===== src/rtl/iobuf_slot_ctrl.sv =====
// Bit-slot controller for an open-drain single-wire bus driven through an iobuf.
// Sequences WRITE/READ slots and BUSRESET windows, samples the pad, and reports one response per command.
module iobuf_slot_ctrl #(
  parameter int CNT_W    = 16,
  parameter int T_SLOT   = 3500,
  parameter int T_LOW0   = 3000,
  parameter int T_LOW1   = 300,
  parameter int T_SAMPLE = 600,
  parameter int T_REC    = 250,
  parameter int T_RSTL   = 24000,
  parameter int T_PRES   = 3500
) (
  input  logic       clock,
  input  logic       reset_n,
  input  logic       cmd_valid,
  output logic       cmd_ready,
  input  logic [1:0] cmd_op,
  input  logic       cmd_bit,
  output logic       rsp_valid,
  output logic       rsp_data,
  output logic       rsp_err,
  output logic       pad_oe,
  output logic       pad_datain,
  input  logic       pad_dataout
);

  localparam logic [1:0] OP_WRITE = 2'b00;
  localparam logic [1:0] OP_READ  = 2'b01;
  localparam logic [1:0] OP_BRST  = 2'b10;
  localparam logic [1:0] OP_RSV   = 2'b11;

  // Terminal counts: the counter restarts at 0 on entry to each state.
  localparam logic [CNT_W-1:0] LOW0_END  = CNT_W'(T_LOW0 - 1);
  localparam logic [CNT_W-1:0] LOW1_END  = CNT_W'(T_LOW1 - 1);
  localparam logic [CNT_W-1:0] RSTL_END  = CNT_W'(T_RSTL - 1);
  localparam logic [CNT_W-1:0] REL0_END  = CNT_W'(T_SLOT - T_LOW0 - 1);
  localparam logic [CNT_W-1:0] REL1_END  = CNT_W'(T_SLOT - T_LOW1 - 1);
  localparam logic [CNT_W-1:0] REC_END   = CNT_W'(T_REC - 1);
  localparam logic [CNT_W-1:0] SAMP_AT   = CNT_W'(T_SAMPLE - T_LOW1 - 1);
  localparam logic [CNT_W-1:0] PRES_AT   = CNT_W'(T_PRES - 1);

  typedef enum logic [2:0] {IDLE, LOW, RELEASE, RECOVER, RESP} state_t;

  state_t           state;
  logic [CNT_W-1:0] cnt;
  logic [1:0]       op_q;
  logic             bit_q;
  logic             samp;
  logic [1:0]       sync_q;
  logic [CNT_W-1:0] low_end;
  logic [CNT_W-1:0] rel_end;

  assign pad_datain = 1'b0;

  // Pad idles high on an open-drain bus, so the synchronizer resets to 1.
  always_ff @(posedge clock or negedge reset_n) begin
    if (!reset_n) sync_q <= 2'b11;
    else          sync_q <= {sync_q[0], pad_dataout};
  end

  always_comb begin
    low_end = LOW1_END;
    rel_end = REL1_END;
    if (op_q == OP_BRST) begin
      low_end = RSTL_END;
      rel_end = RSTL_END;
    end else if (op_q == OP_WRITE && !bit_q) begin
      low_end = LOW0_END;
      rel_end = REL0_END;
    end
  end

  always_ff @(posedge clock or negedge reset_n) begin
    if (!reset_n) begin
      state     <= IDLE;
      cnt       <= '0;
      op_q      <= OP_WRITE;
      bit_q     <= 1'b0;
      samp      <= 1'b0;
      pad_oe    <= 1'b0;
      cmd_ready <= 1'b0;
      rsp_valid <= 1'b0;
      rsp_data  <= 1'b0;
      rsp_err   <= 1'b0;
    end else begin
      rsp_valid <= 1'b0;
      cnt       <= cnt + 1'b1;
      case (state)
        IDLE: begin
          cnt <= '0;
          if (cmd_valid && cmd_ready) begin
            op_q      <= cmd_op;
            bit_q     <= cmd_bit;
            cmd_ready <= 1'b0;
            if (cmd_op == OP_RSV) begin
              rsp_valid <= 1'b1;
              rsp_err   <= 1'b1;
              rsp_data  <= 1'b0;
              state     <= RESP;
            end else begin
              pad_oe <= 1'b1;
              state  <= LOW;
            end
          end else begin
            cmd_ready <= 1'b1;
          end
        end
        LOW: begin
          if (cnt == low_end) begin
            pad_oe <= 1'b0;
            cnt    <= '0;
            state  <= RELEASE;
          end
        end
        RELEASE: begin
          if (op_q == OP_READ && cnt == SAMP_AT) samp <= sync_q[1];
          if (op_q == OP_BRST && cnt == PRES_AT) samp <= ~sync_q[1];
          if (cnt == rel_end) begin
            cnt   <= '0;
            state <= RECOVER;
          end
        end
        RECOVER: begin
          if (cnt == REC_END) begin
            rsp_valid <= 1'b1;
            rsp_err   <= 1'b0;
            rsp_data  <= (op_q == OP_WRITE) ? 1'b0 : samp;
            cmd_ready <= 1'b1;
            cnt       <= '0;
            state     <= IDLE;
          end
        end
        RESP: begin
          cmd_ready <= 1'b1;
          cnt       <= '0;
          state     <= IDLE;
        end
        default: begin
          pad_oe <= 1'b0;
          cnt    <= '0;
          state  <= IDLE;
        end
      endcase
    end
  end

endmodule


===== config.mk =====
export PLATFORM = sky130hd
export DESIGN_NAME = iobuf_slot_ctrl
export DESIGN_NICKNAME = d
export VERILOG_FILES = /design/src/rtl/iobuf_slot_ctrl.sv
export SDC_FILE = /design/constraint.sdc
export NUM_CORES = 1
export LEC_CHECK = 0
export ABC_AREA = 1
export CORE_ASPECT_RATIO = 1.1
export CORE_UTILIZATION = 63
export CTS_CLUSTER_SIZE = 20
export DETAILED_ROUTE_END_ITERATION = 8
export MAX_ROUTING_LAYER = met4
export PLACE_DENSITY_LB_ADDON = 0.2
export SLEW_MARGIN = 30
export SYNTH_ARGS = -nofsm -noshare
export SYNTH_HDL_FRONTEND = slang
export SYNTH_SLANG_ARGS = --single-unit

===== constraint.sdc =====
create_clock -name clock -period 4.4 [get_ports clock]
set_input_delay 0.88 -clock clock [delete_from_list [all_inputs] [get_ports clock]]
set_output_delay 0.88 -clock clock [all_outputs]
set_load 0.01 [all_outputs]

==> metrics <==
crit share post-route between 40% and 50%; Die X approximately 55 microns; CP required around 3500 ps; Via density roughly 5.2; Synth Area in Simple Gates a little over a third; final net count ~300; Final Non-Filler Cells between 300 and 400; Crit-path slowest cell clkdlybuf4s50_1; Levels on crit path 1; Reg2Reg Setup Slack approximately 2500 ps; pwr dens 461.5 nW/um^2; post-synth top area share between 30% and 40%; EDFF count, synth 0; crit-path max FO 4; crit path to cmd_ready; Slew Viols, Final 0; number of buffers created by CTS 5; XOR/XNOR Fraction of Synth Area 4.965%; GRT Util Overall around 29%; Initial Utilization 68.03%; Hold Vio Cnt, Final 0; post-layout minimum cycle time approximately 2100 ps; FFs w/ async S/R, synth between 90% and 100%; dpl cells around 320; Initial DRC Count 45; PostCTS Resize Cnt 0; Clock Sinks 30; initial antenna violation count 0; Syn Std Cell Area 1941 sq um; register area 753.2 sq um; maximum vdd drop roughly 340 uV; Worst path top cell family by delay buffers and inverters; Avg Cell Area, Syn a little under 7 sq um; I/O Pins 13; max frequency 0.4653 GHz; ranking of synthesized cells by area dfrtp_1, nand2_1, inv_1; Port Buffers 11; total grt overflow 0; CTS max path bufs 2; via count ~1700; largest net degree at the start of global routing 27; crit path buf inv count 1; Yosys reg bits 30; DRC violations left 0; Antenna Nets Post-Route 0; area occupied by multi-input gates between 900 and 1000 sq um; dpl hpwl between 2 and 3 mm; clk slew on worst S/H paths 90 ps; worst slew pin tran approximately 650 ps; Setup-failing EPs final 0; FP Rows 20; RR Endpoint cnt[13]; DIE AREA 3306 sq um; die height 60.21 microns; Post-Route Setup TNS 0 ps; Clock Latency Late Sink around 330 ps; global-route wire length before repair roughly 6.6 mm; startpoint type of the worst setup path flop; HP Class reg2reg; Ys Warns 0; CTS tree done; critical path's largest stage delay roughly 550 ps; RSZ-0062 raised after global routing no; post-synthesis adder-cell area fraction approximately 1.3%; Reg-to-Reg Start cnt[0]; Clock Skew 12.91 ps; reg2reg path depth 9; status finished clean; Core Area between 2000 and 3000 sq um; Pre-antenna DRT Iters 4; Top FF cell, synth dfrtp_1; WL per Instance approximately 12 microns; fraction of synthesized area in multiplexers 0%; Lkg Pwr between 1 and 1.5 nW; H-tree levels 2; Syn Nets approximately 290; Synth Instances between 200 and 300; root buf cell clkbuf_4; layout cells sized above 1 under 10%; Area growth syn-to-layout 10.06%; Seq/Total Area, Yosys 38.81%; Filler cells 240; Unique masters post-synth 33; compound-cell area share of the yosys netlist roughly 6%; vias in the first global route around 1500; antenna cells 0; crit path from cmd_ready; postcts setup bufs 0; main combinational cell family by area after synthesis simple AND/OR/NAND/NOR gates; Synth area leader dfrtp_1; CP Cell Sequence clkdlybuf4s50_1; crit path DAT between 1000 and 1500 ps; Critical Path Sink Type primary output; WL final 3.971 mm; relative slew slack between 50% and 60%; max cap viols 0; GP Congestion 0.9132; Setup CP Type reg2out; # hold bufs at CTS 0
## registers in the layout (all words and copies together), names as in the netlist
register	cells
pad_oe	1
bit_q	1
op_q	2
samp	1
sync_q	2
cmd_ready	1
cnt	16
rsp_data	1
state	3
rsp_valid	1
rsp_err	1
## report_power, final
part | internal [W] | switching (W)
Clock | 0.000109 | 0.0000915
Combinational | 0.000151 | 0.000253
Sequential | 0.000330 | 0.0000509
## Yosys cell counts, types with 2 or more instances
library cell and n:
dfrtp_1 28, o21ai_0 9, nand3b_1 2, nand2_1 79
a21oi_1 4, nor2b_1 2, nor2_1 23, nand2_2 4
inv_1 49, ha_1 2, nor2_2 2, o21ai_1 2
xor2_1 10, nor4_1 4, nand3_1 22, nor3_1 10
nand4_1 4, buf_6 2, buf_2 3, dfstp_2 2
inv_2 4
## per-stage QoR
step           instance area [sq um]  total power (W)  worst slack [ps]  utilization (%)  hold WS [ps]
2_1_floorplan                   1941        0.0006834              2671                -         345.2
3_3_place_gp                    2062        0.0007771              2066            72.28         346.5
3_5_place_dp                    2057        0.0007839              2036            72.11         347.9
4_1_cts                         2136        0.0009880              2238            74.87         361.3
5_1_grt                         2136         0.001063              2185            74.87         362.4
6_report                        2136        0.0009857              2251            74.87         359.5
## worst min-delay path by stage
stage / end / slack (ps) / from / cells after the start
final: sync_q[1] / 360 / sync_q[0] / 0
after global routing: sync_q[1] / 360 / sync_q[0] / 0
after CTS: sync_q[1] / 360 / sync_q[0] / 0
after detailed placement: sync_q[1] / 350 / sync_q[0] / 0
after global placement: sync_q[1] / 350 / sync_q[0] / 0
after floorplan: sync_q[1] / 350 / sync_q[0] / 0
## layer usage
metal	wire length, microns	track usage [%]	vias to the layer above	share of wire, %
li1	-	-	889	-
met4	58	8.929	0	1.5
met3	258	6.870	6	6.5
met2	1787	44.41	57	45
met5	0	-	-	0
met1	1866	38.28	752	47
## area by class of cell
| type | instances | area share (%) |
|---|---|---|
| multi-input combinational | 189 | 43.94 |
| tap | 33 | 1.933 |
| sequential | 30 | 35.27 |
| timing repair buffer | 13 | 5.624 |
| clock buffer | 8 | 3.691 |
| inverter | 54 | 9.549 |
## logic make-up after synthesis
kind of cell / Yosys count
AND/OR/NAND/NOR: 155
buffers and inverters: 60
flip-flops: 30
AO/OA/AOI/OAI: 20
XOR/XNOR: 11
adder cells (fa/ha/maj): 2
other: 1
## cells in the final DEF (no fill, tap or decap), drive strengths merged
cell type,count
a21boi,1
a21oi,4
a22oi,1
a31oi,1
buf,3
clkbuf,8
clkdlybuf4s50,10
clkinv,1
conb,1
dfrtp,28
dfstp,2
ha,2
inv,53
nand2,84
nand3,23
nand3b,2
nand4,4
nor2,25
nor2b,2
nor3,11
nor4,4
o21ai,12
o21bai,1
xnor2,1
xor2,10
No activity file was read; power rests on OpenSTA's default activity.
